--- config.mk ---
export PLATFORM = sky130hd
export DESIGN_NAME = fetch_sequencer
export DESIGN_NICKNAME = d
export VERILOG_FILES = /design/src/rtl/fetch_pkg.sv /design/src/rtl/fetch_watchdog.sv /design/src/rtl/fetch_sequencer.sv
export SDC_FILE = /design/constraint.sdc
export NUM_CORES = 1
export LEC_CHECK = 0
export CAP_MARGIN = 20
export CORE_ASPECT_RATIO = 1.1
export CORE_MARGIN = 1
export CORE_UTILIZATION = 50
export CTS_CLUSTER_DIAMETER = 200
export DETAILED_ROUTE_END_ITERATION = 6
export PLACE_DENSITY = 0.84
export SYNTH_ARGS = -nofsm -noshare
export SYNTH_HDL_FRONTEND = slang
export SYNTH_SLANG_ARGS = --single-unit
--- constraint.sdc ---
create_clock -name clk -period 13.6 [get_ports clk]
set_input_delay 2.72 -clock clk [delete_from_list [all_inputs] [get_ports clk]]
set_output_delay 2.72 -clock clk [all_outputs]
set_load 0.005 [all_outputs]
--- src/rtl/fetch_pkg.sv ---
// fetch_pkg: shared definitions for the fetch sequencer.
//   - fetch_state_e : sequencer state encoding (IDLE, F0..F4, EXEC, RETIRE, HALT)
//   - INSTR_BYTES   : bytes per instruction word
//   - PC_ALIGN_MASK : PC bits that must be zero for a legal fetch
//   - pc_misaligned : alignment test on a PC value
//   - byte_addr     : modulo-2^32 byte address of byte idx within a word at base
package fetch_pkg;

  typedef enum logic [3:0] {
    IDLE   = 4'd0,
    F0     = 4'd1,
    F1     = 4'd2,
    F2     = 4'd3,
    F3     = 4'd4,
    F4     = 4'd5,
    EXEC   = 4'd6,
    RETIRE = 4'd7,
    HALT   = 4'd8
  } fetch_state_e;

  localparam int unsigned INSTR_BYTES   = 4;
  localparam logic [1:0]  PC_ALIGN_MASK = 2'b11;

  function automatic logic pc_misaligned(input logic [31:0] pc);
    return (pc[1:0] & PC_ALIGN_MASK) != 2'b00;
  endfunction

  // Wraps naturally at 2^32, so a word at FFFF_FFFC reads FFFC..FFFF.
  function automatic logic [31:0] byte_addr(input logic [31:0] base, input int unsigned idx);
    return base + 32'(idx);
  endfunction

endpackage

--- src/rtl/fetch_watchdog.sv ---
// fetch_watchdog: EXEC-phase timeout counter for the fetch sequencer.
// Only present when FETCH_WATCHDOG_EN is defined; otherwise this file is empty.
// Ports:
//   clk     in  system clock
//   rst     in  asynchronous active-high reset
//   clear   in  restart the count (asserted the cycle before EXEC is entered)
//   tick    in  one EXEC cycle elapsed without ok
//   expired out the current tick is the LIMIT-th consecutive one
`ifdef FETCH_WATCHDOG_EN
module fetch_watchdog #(
  parameter int unsigned LIMIT = 64
) (
  input  logic clk,
  input  logic rst,
  input  logic clear,
  input  logic tick,
  output logic expired
);

  logic [31:0] count_q, count_d;

  // Flagged on the tick that would make the count reach LIMIT, so the
  // sequencer halts on exactly the LIMIT-th EXEC edge after run rose.
  assign expired = tick && (count_q == 32'(LIMIT - 1));

  always_comb begin
    count_d = count_q;
    if (clear) begin
      count_d = '0;
    end else if (tick) begin
      count_d = count_q + 32'd1;
    end
  end

  always_ff @(posedge clk or posedge rst) begin
    if (rst) begin
      count_q <= '0;
    end else begin
      count_q <= count_d;
    end
  end

endmodule
`endif

--- src/rtl/fetch_sequencer.sv ---
// fetch_sequencer: fetches 32-bit instructions byte-by-byte from main memory,
// hands them to the decoder and retires them, owning the PC throughout.
// Optional feature: define FETCH_WATCHDOG_EN to halt with fault when the
// decoder does not answer within WDT_CYCLES EXEC cycles.
// Ports:
//   clk              in   system clock
//   rst              in   asynchronous active-high reset
//   enable           in   allow sequencing; dropping it stops after the current retire
//   MMemory_raddr    out  byte address to main memory (registered)
//   MMemory_rdata    in   byte for the address issued on the previous edge
//   instr            out  assembled little-endian instruction, stable while run=1
//   run              out  instruction valid / execute request
//   ok               in   decoder done, held until run drops
//   PC_rdata         out  current PC (fetched address + 4 while run=1)
//   PC_decode_wdata  in   redirect target
//   PC_decode_wren   in   redirect strobe (last one in EXEC wins)
//   fault            out  sticky: misaligned PC or watchdog expiry
//   retired          out  one-cycle pulse per retired instruction
module fetch_sequencer
  import fetch_pkg::*;
#(
  parameter logic [31:0] RESET_PC   = 32'h0000_0000,
  parameter int unsigned WDT_CYCLES = 64
) (
  input  logic        clk,
  input  logic        rst,
  input  logic        enable,
  output logic [31:0] MMemory_raddr,
  input  logic [7:0]  MMemory_rdata,
  output logic [31:0] instr,
  output logic        run,
  input  logic        ok,
  output logic [31:0] PC_rdata,
  input  logic [31:0] PC_decode_wdata,
  input  logic        PC_decode_wren,
  output logic        fault,
  output logic        retired
);

  fetch_state_e state_q, state_d;
  logic [31:0]  pc_q, pc_d;
  logic [31:0]  raddr_q, raddr_d;
  logic [31:0]  instr_q, instr_d;
  logic         run_q, run_d;
  logic         fault_q, fault_d;
  logic         retired_q, retired_d;
  logic         redirect_pend_q, redirect_pend_d;
  logic [31:0]  redirect_pc_q, redirect_pc_d;
  logic         wdt_expired;

`ifdef FETCH_WATCHDOG_EN
  logic wdt_clear;
  logic wdt_tick;

  // F4 is always the cycle right before EXEC entry.
  assign wdt_clear = (state_q == F4);
  assign wdt_tick  = (state_q == EXEC) && !ok;

  fetch_watchdog #(
    .LIMIT (WDT_CYCLES)
  ) u_watchdog (
    .clk     (clk),
    .rst     (rst),
    .clear   (wdt_clear),
    .tick    (wdt_tick),
    .expired (wdt_expired)
  );
`else
  logic unused_wdt_cycles;
  assign unused_wdt_cycles = ^WDT_CYCLES;
  assign wdt_expired       = 1'b0;
`endif

  always_comb begin
    state_d         = state_q;
    pc_d            = pc_q;
    raddr_d         = raddr_q;
    instr_d         = instr_q;
    run_d           = run_q;
    fault_d         = fault_q;
    retired_d       = 1'b0;
    redirect_pend_d = redirect_pend_q;
    redirect_pc_d   = redirect_pc_q;

    unique case (state_q)
      IDLE: begin
        if (enable && !fault_q) begin
          state_d = F0;
        end
      end

      F0: begin
        if (pc_misaligned(pc_q)) begin
          fault_d = 1'b1;
          state_d = HALT;
        end else begin
          raddr_d = pc_q;
          state_d = F1;
        end
      end

      // Each Fn captures the byte for the address issued one edge earlier
      // and issues the next address.
      F1: begin
        instr_d[7:0] = MMemory_rdata;
        raddr_d      = byte_addr(pc_q, 1);
        state_d      = F2;
      end

      F2: begin
        instr_d[15:8] = MMemory_rdata;
        raddr_d       = byte_addr(pc_q, 2);
        state_d       = F3;
      end

      F3: begin
        instr_d[23:16] = MMemory_rdata;
        raddr_d        = byte_addr(pc_q, 3);
        state_d        = F4;
      end

      F4: begin
        instr_d[31:24] = MMemory_rdata;
        pc_d           = byte_addr(pc_q, INSTR_BYTES);
        run_d          = 1'b1;
        state_d        = EXEC;
      end

      EXEC: begin
        // Captured even in the ok cycle; the decoder may drop the strobe as ok rises.
        if (PC_decode_wren) begin
          redirect_pend_d = 1'b1;
          redirect_pc_d   = PC_decode_wdata;
        end
        if (ok) begin
          run_d     = 1'b0;
          retired_d = 1'b1;
          state_d   = RETIRE;
        end else if (wdt_expired) begin
          fault_d = 1'b1;
          run_d   = 1'b0;
          state_d = HALT;
        end
      end

      // Single cycle with run low so the decoder can release ok.
      RETIRE: begin
        if (redirect_pend_q) begin
          pc_d            = redirect_pc_q;
          redirect_pend_d = 1'b0;
        end
        state_d = enable ? F0 : IDLE;
      end

      HALT: begin
        run_d   = 1'b0;
        fault_d = 1'b1;
      end

      default: begin
        state_d = IDLE;
      end
    endcase
  end

  always_ff @(posedge clk or posedge rst) begin
    if (rst) begin
      state_q         <= IDLE;
      pc_q            <= RESET_PC;
      raddr_q         <= '0;
      instr_q         <= '0;
      run_q           <= 1'b0;
      fault_q         <= 1'b0;
      retired_q       <= 1'b0;
      redirect_pend_q <= 1'b0;
      redirect_pc_q   <= '0;
    end else begin
      state_q         <= state_d;
      pc_q            <= pc_d;
      raddr_q         <= raddr_d;
      instr_q         <= instr_d;
      run_q           <= run_d;
      fault_q         <= fault_d;
      retired_q       <= retired_d;
      redirect_pend_q <= redirect_pend_d;
      redirect_pc_q   <= redirect_pc_d;
    end
  end

  assign MMemory_raddr = raddr_q;
  assign instr         = instr_q;
  assign run           = run_q;
  assign PC_rdata      = pc_q;
  assign fault         = fault_q;
  assign retired       = retired_q;

endmodule

==> results of run 1 <==
-- stage by stage --
stage | cell area (sq um) | cells | hold slack [ns]
final | 8850 | 971 | 0.476
after global routing | 8850 | 971 | 0.498
after CTS | 8810 | 969 | 0.477
after detailed placement | 8260 | 937 | 0.461
after global placement | 8260 | 937 | 0.460
after floorplan | 6730 | 672 | 0.461
-- layout make-up --
type	instances	area [sq um]
repair buffers	151	1520
fillers	1011	4300
flip-flops and latches	136	3400
multi-input cells	478	3120
inverters	13	51.3
well taps	161	201
clock inverters	15	133
clock buffers	17	425
-- cells in the final DEF (no fill, tap or decap), types with 4 or more instances in the layout --
cell	Yosys	final
clkdlybuf4s50_1	0	143
dfrtp_1	136	136
nand2_1	94	94
mux2_2	58	58
a21oi_1	46	46
o21ai_0	31	31
nor2_1	31	31
nand3_1	26	25
xnor2_1	20	20
clkbuf_16	0	17
nor3_1	15	15
nand4_1	12	12
o21ai_1	12	12
inv_1	12	11
o22ai_1	10	10
and4_1	9	9
or3_1	9	9
and3_1	7	7
a2bb2oi_1	7	7
a31oi_1	7	7
o211ai_1	6	6
buf_4	1	6
nor3_2	5	5
nand2b_1	4	4
and2_1	4	4
o2bb2ai_1	4	4
nor2b_1	4	4
or4_1	4	4
clkinvlp_4	0	4
inv_8	0	4
inv_6	0	4
-- cells by family (layout without fill, tap and decap cells) --
| kind of cell | count (synthesis) | after routing |
|---|---|---|
| AOI/OAI and AO/OA | 152 | 152 |
| xor gates and xnor gates | 21 | 21 |
| adders and majority gates | 4 | 4 |
| buffers and inverters | 58 | 196 |
| DFF | 136 | 136 |
| muxes | 59 | 59 |
| and+or+nand+nor | 242 | 242 |
-- sequential cells by signal (all words and copies together) (netlist names) --
register / count
state_q: 4
PC_rdata: 32
run: 1
redirect_pend_q: 1
redirect_pc_q: 32
fault: 1
retired: 1
MMemory_raddr: 32
instr: 32
-- final timing paths --
path,slack [ns],end
hold / removal,0.48,instr[18]$_DFFE_PP0N_
hold reg to reg,0.48,instr[18]$_DFFE_PP0N_
setup reg to reg,9.80,MMemory_raddr[28]$_DFFE_PP0P_
max in group asynchronous,9.63,instr[20]$_DFFE_PP0N_
setup / recovery,9.22,PC_rdata[24]
min in group asynchronous,2.73,MMemory_raddr[0]$_DFFE_PP0P_
-- power breakdown --
group | leakage (uW) | switching [uW] | internal, uW
clock network | 0.000265 | 197 | 240
logic | 0.00158 | 397 | 496
registers | 0.00166 | 236 | 599
total | 0.00351 | 830 | 1330
-- layer usage --
layer	up-vias	wire (microns)	GRT usage (%)
li1	2681	-	-
met1	2798	8000	37.5
met2	261	9210	45.2
met3	35	1310	6.96
met4	0	439	10.3
met5	-	0	0
==> impl_metrics.env, run 1 <==
export IMPL_cts_setup_buffers=0
export IMPL_antenna_found_initial=0
export IMPL_wl_mm=19.0
export IMPL_fin_crit_sh_pct=32.2
export IMPL_grt_pass1_wl_mm=29.8
export IMPL_die_w_microns=113
export IMPL_hold_start="instr[18]$_DFFE_PP0N_"
export IMPL_initial_core_util_pct=51.2
export IMPL_cp_max_fo=10
export IMPL_rr_startpoint="state_q[2]$_DFFE_PP0P_"
export IMPL_drtPass1Iterations=5
export IMPL_critPathBufInv=1
export IMPL_setup_viol=0
export IMPL_clkSinkCount=136
export IMPL_cts_root_buffer="clkbuf_16"
export IMPL_routabilityCongestion=0.889
export IMPL_grt_max_degree=87
export IMPL_cts_buffer_depth=2
export IMPL_ios=144
export IMPL_ctsHoldBuffers=0
export IMPL_fin_nets=846
export IMPL_ys_warn_count=0
export IMPL_synth_top_family_by_area="simple AND/OR/NAND/NOR gates"
export IMPL_yosysUniqueCellTypes=64
export IMPL_dieArea_sq_um=13900
export IMPL_yosysMostFrequentCell="dfrtp_1"
export IMPL_ys_ff_latch=136
export IMPL_cp_required_ns=10.88
export IMPL_async_flop_share_pct=100
export IMPL_synth_edf_count=0
export IMPL_slowest_stage="dfrtp_1"
export IMPL_cts_resized=0
export IMPL_viasPerCell=5.95
export IMPL_synth_area_leaders="dfrtp_1 (51%), mux2_2 (9.7%), nand2_1 (5.2%)"
export IMPL_dieHeight_microns=124
export IMPL_irDropWorstVdd_mv=0.177
export IMPL_dp_slack_ns=8.82
export IMPL_worstHoldPathCells=2
export IMPL_ys_flop_type="dfrtp_1"
export IMPL_wl_per_cell_microns=19.5
export IMPL_yosys_mux_area_fraction_pct=9.85
export IMPL_area_delta_synth_final_pct=31.5
export IMPL_synth_top_cell_by_area="dfrtp_1"
export IMPL_yosys_area_share_simple_pct=18.6
export IMPL_p_per_area_nw_per_um2=244
export IMPL_hpwl_mm=13.2
export IMPL_critPathLaunch="PC_rdata[24]$_DFFE_PP0P_"
export IMPL_htree_levels=4
export IMPL_path_delay_family="flip-flops"
export IMPL_synth_fa_ha_area_share_pct=0.855
export IMPL_status="finished, final reports clean"
export IMPL_path_class="flip-flop to output pin"
export IMPL_core_sq_um=13200
export IMPL_syn_cell_area_sq_um=6730
export IMPL_fin_skew_ns=0.00895
export IMPL_setup_tns_ns=0
export IMPL_path_clk_slew_ns=0.06
export IMPL_worst_r2r_path_depth=9
export IMPL_finish_utilization_pct=67.3
export IMPL_synthTopCellsByCount="dfrtp_1 (136), nand2_1 (94), mux2_2 (58)"
export IMPL_insertedDiodeCount=0
export IMPL_cts_tree="yes"
export IMPL_crit_path_cell_trace="clkdlybuf4s50_1"
export IMPL_syn_nets=721
export IMPL_maxSlewViolCount=0
export IMPL_drt_iter0_drc=644
export IMPL_p_leak_uw=0.00351
export IMPL_worstMarginPinSlew_ns=0.994
export IMPL_crit_cells=1
export IMPL_fin_ws_ns=9.22
export IMPL_grt_use_total_pct=28.2
export IMPL_min_period_ns=4.38
export IMPL_cp_data_arrival_time_ns=1.66
export IMPL_cts_buffers_inserted=17
export IMPL_synth_top_cell_area_share_pct=50.5
export IMPL_netlist_instances=672
export IMPL_ant_nets=0
export IMPL_min_path_type="flip-flop to flip-flop"
export IMPL_end_kind="output pin"
export IMPL_cp_start_kind="flip-flop"
export IMPL_grt_overflow=0
export IMPL_grt_pass1_vias=5601
export IMPL_synth_seq_area_share_pct=50.5
export IMPL_drive_gt1_share_pct=14.8
export IMPL_max_freq_ghz=0.228
export IMPL_rows=44
export IMPL_maxCapViolations=0
export IMPL_port_buffers=143
export IMPL_slew_limit_headroom_pct=33.1
export IMPL_synth_compound_area_share_pct=13.9
export IMPL_via_count=5775
export IMPL_hold_viol=0
export IMPL_synthXorXnorAreaFrac_pct=2.73
export IMPL_slowest_delay_ns=0.63
export IMPL_power_total_uw=2160
export IMPL_rsz0062_at_grt="no"
export IMPL_clk_latency_ns=0.43
export IMPL_syn_avg_cell_area_sq_um=10.0
export IMPL_drc=0
(Power assumes the default switching activity.)
==> inputs of run 2 (changes only) <==
==> constraint.sdc (replaced) <==
create_clock -name clk -period 4.5 [get_ports clk]
set_input_delay 0.9 -clock clk [delete_from_list [all_inputs] [get_ports clk]]
set_output_delay 0.9 -clock clk [all_outputs]
set_load 0.005 [all_outputs]
==> run 2 against run 1 <==
Against the previous run: sequential share of layout area is 0.13 points higher; final area shrank 0.33%; die area unchanged; clock skew shrank 0.0010 ns; first-iteration DRC count down 11%; register-to-register slack worse by 8.9 ns; flip-flop and latch count stayed put; utilization is 0.22 points lower; critical path type is now flip-flop to flip-flop; critical endpoint is now MMemory_raddr[28]$_DFFE_PP0P_; largest power group unchanged; highest routed layer unchanged.
==> impl_metrics.env, run 2 (synthesized netlist as in run 1, its figures left out) <==
export IMPL_status="finished, final reports clean"
export IMPL_hold_slack_ns=0.479
export IMPL_area_delta_synth_final_pct=31.0
export IMPL_cp_required_ns=4.87
export IMPL_worstMarginPinSlew_ns=1.10
export IMPL_cts_resized=0
export IMPL_final_cell_mix="clkdlybuf4s50_1 (143), dfrtp_1 (136), nand2_1 (94), mux2_2 (58), a21oi_1 (46)"
export IMPL_dieHeight_microns=124
export IMPL_met3_usage_pct=6.86
export IMPL_grt_overflow=0
export IMPL_maxSlewViolCount=0
export IMPL_maxCapViolations=0
export IMPL_drt_iter0_drc=571
export IMPL_initial_core_util_pct=51.2
export IMPL_routabilityCongestion=0.888
export IMPL_cts_tree="yes"
export IMPL_cp_start_kind="flip-flop"
export IMPL_grt_pass1_wl_mm=30.1
export IMPL_cts_setup_buffers=0
export IMPL_path_clk_slew_ns=0.06
export IMPL_ios=144
export IMPL_fillers=1026
export IMPL_irDropWorstVdd_mv=0.472
export IMPL_viasPerCell=6.05
export IMPL_path_class="flip-flop to flip-flop"
export IMPL_setup_tns_ns=0
export IMPL_wl_mm=18.6
export IMPL_grt_use_total_pct=28.3
export IMPL_wl_per_cell_microns=19.2
export IMPL_p_per_area_nw_per_um2=737
export IMPL_fin_crit_sh_pct=78.9
export IMPL_cp_max_fo=16
export IMPL_clk_latency_ns=0.42
export IMPL_use_met1_pct=38.4
export IMPL_core_sq_um=13200
export IMPL_drtPass1Iterations=6
export IMPL_cp_data_arrival_time_ns=3.92
export IMPL_hpwl_mm=13.3
export IMPL_port_buffers=143
export IMPL_antenna_found_initial=0
export IMPL_cts_buffer_depth=2
export IMPL_layout_commonest_cell="clkdlybuf4s50_1"
export IMPL_min_period_ns=3.55
export IMPL_grt_busiest_layer="met2"
export IMPL_fin_nets=845
export IMPL_end_kind="flip-flop"
export IMPL_min_path_type="flip-flop to flip-flop"
export IMPL_setup_viol=0
export IMPL_met2_usage_pct=44.3
export IMPL_fin_skew_ns=0.00791
export IMPL_dieArea_sq_um=13900
export IMPL_hold_viol=0
export IMPL_insertedDiodeCount=0
export IMPL_max_freq_ghz=0.282
export IMPL_p_leak_uw=0.00349
export IMPL_grt_pass1_vias=5690
export IMPL_drive_gt1_share_pct=14.5
export IMPL_slew_limit_headroom_pct=25.8
export IMPL_die_w_microns=113
export IMPL_via_count=5861
export IMPL_htree_levels=4
export IMPL_rsz0062_at_grt="no"
export IMPL_cts_buffers_inserted=17
export IMPL_rows=44
export IMPL_grt_max_degree=137
export IMPL_clkSinkCount=136
export IMPL_ctsHoldBuffers=0
export IMPL_cts_root_buffer="clkbuf_16"
export IMPL_ant_nets=0
export IMPL_drc=0
[run 2: layer usage]
| layer | vias to the layer above | routed length, microns |
|---|---|---|
| met4 | 0 | 399 |
| met2 | 269 | 8830 |
| met3 | 36 | 1450 |
| li1 | 2687 | - |
| met1 | 2869 | 7940 |
| met5 | - | 0 |
[run 2: worst paths after layout]
check / start / end / slack (ns) / cells after the start
worst max register to register: state_q[2]$_DFFE_PP0P_ / MMemory_raddr[28]$_DFFE_PP0P_ / 0.95 / 9
min in group asynchronous: rst / MMemory_raddr[3]$_DFFE_PP0P_ / 0.97 / 3
worst min register to register: instr[17]$_DFFE_PP0N_ / instr[17]$_DFFE_PP0N_ / 0.48 / 2
max in group asynchronous: rst / instr[11]$_DFFE_PP0P_ / 2.87 / 3
worst max-delay path: state_q[2]$_DFFE_PP0P_ / MMemory_raddr[28]$_DFFE_PP0P_ / 0.95 / 9
worst min-delay path: instr[17]$_DFFE_PP0N_ / instr[17]$_DFFE_PP0N_ / 0.48 / 2
[run 2: per-stage QoR]
step	util, %	power [uW]	cells	area [sq um]	setup WS, ns
final	67.1	6500	969	8820	0.949
after detailed placement	62.9	5190	938	8270	1.04
after global routing	67.1	6910	969	8820	0.746
after floorplan	-	3830	672	6740	1.68
after global placement	62.9	5050	938	8270	1.21
after CTS	67.1	6520	969	8820	1.03
[run 2: report_power, final]
group	internal [uW]	switching, uW	total, uW
Sequential	1810	708	2520
Clock	759	549	1310
Combinational	1490	1180	2670
Total	4060	2440	6500
[run 2: area by class of cell]
type / count / area, sq um / area share, %
clock inverter: 14 / 128 / 1.45
tap: 161 / 201 / 2.28
multi-input combinational: 478 / 3120 / 35.3
inverter: 13 / 52.6 / 0.595
clock buffer: 17 / 425 / 4.82
sequential: 136 / 3400 / 38.6
timing repair buffer: 150 / 1500 / 17.0
[run 2: worst max-delay path, stage by stage, from the launching register on]
cell and delay [ns]:
dfrtp_1 0.68, and2b_1 0.32, nor3b_4 0.48, inv_2 0.22
fa_1 0.46, nor2b_1 0.16, o32a_2 0.54, nor3_1 0.26
mux2i_1 0.27, a21o_1 0.10
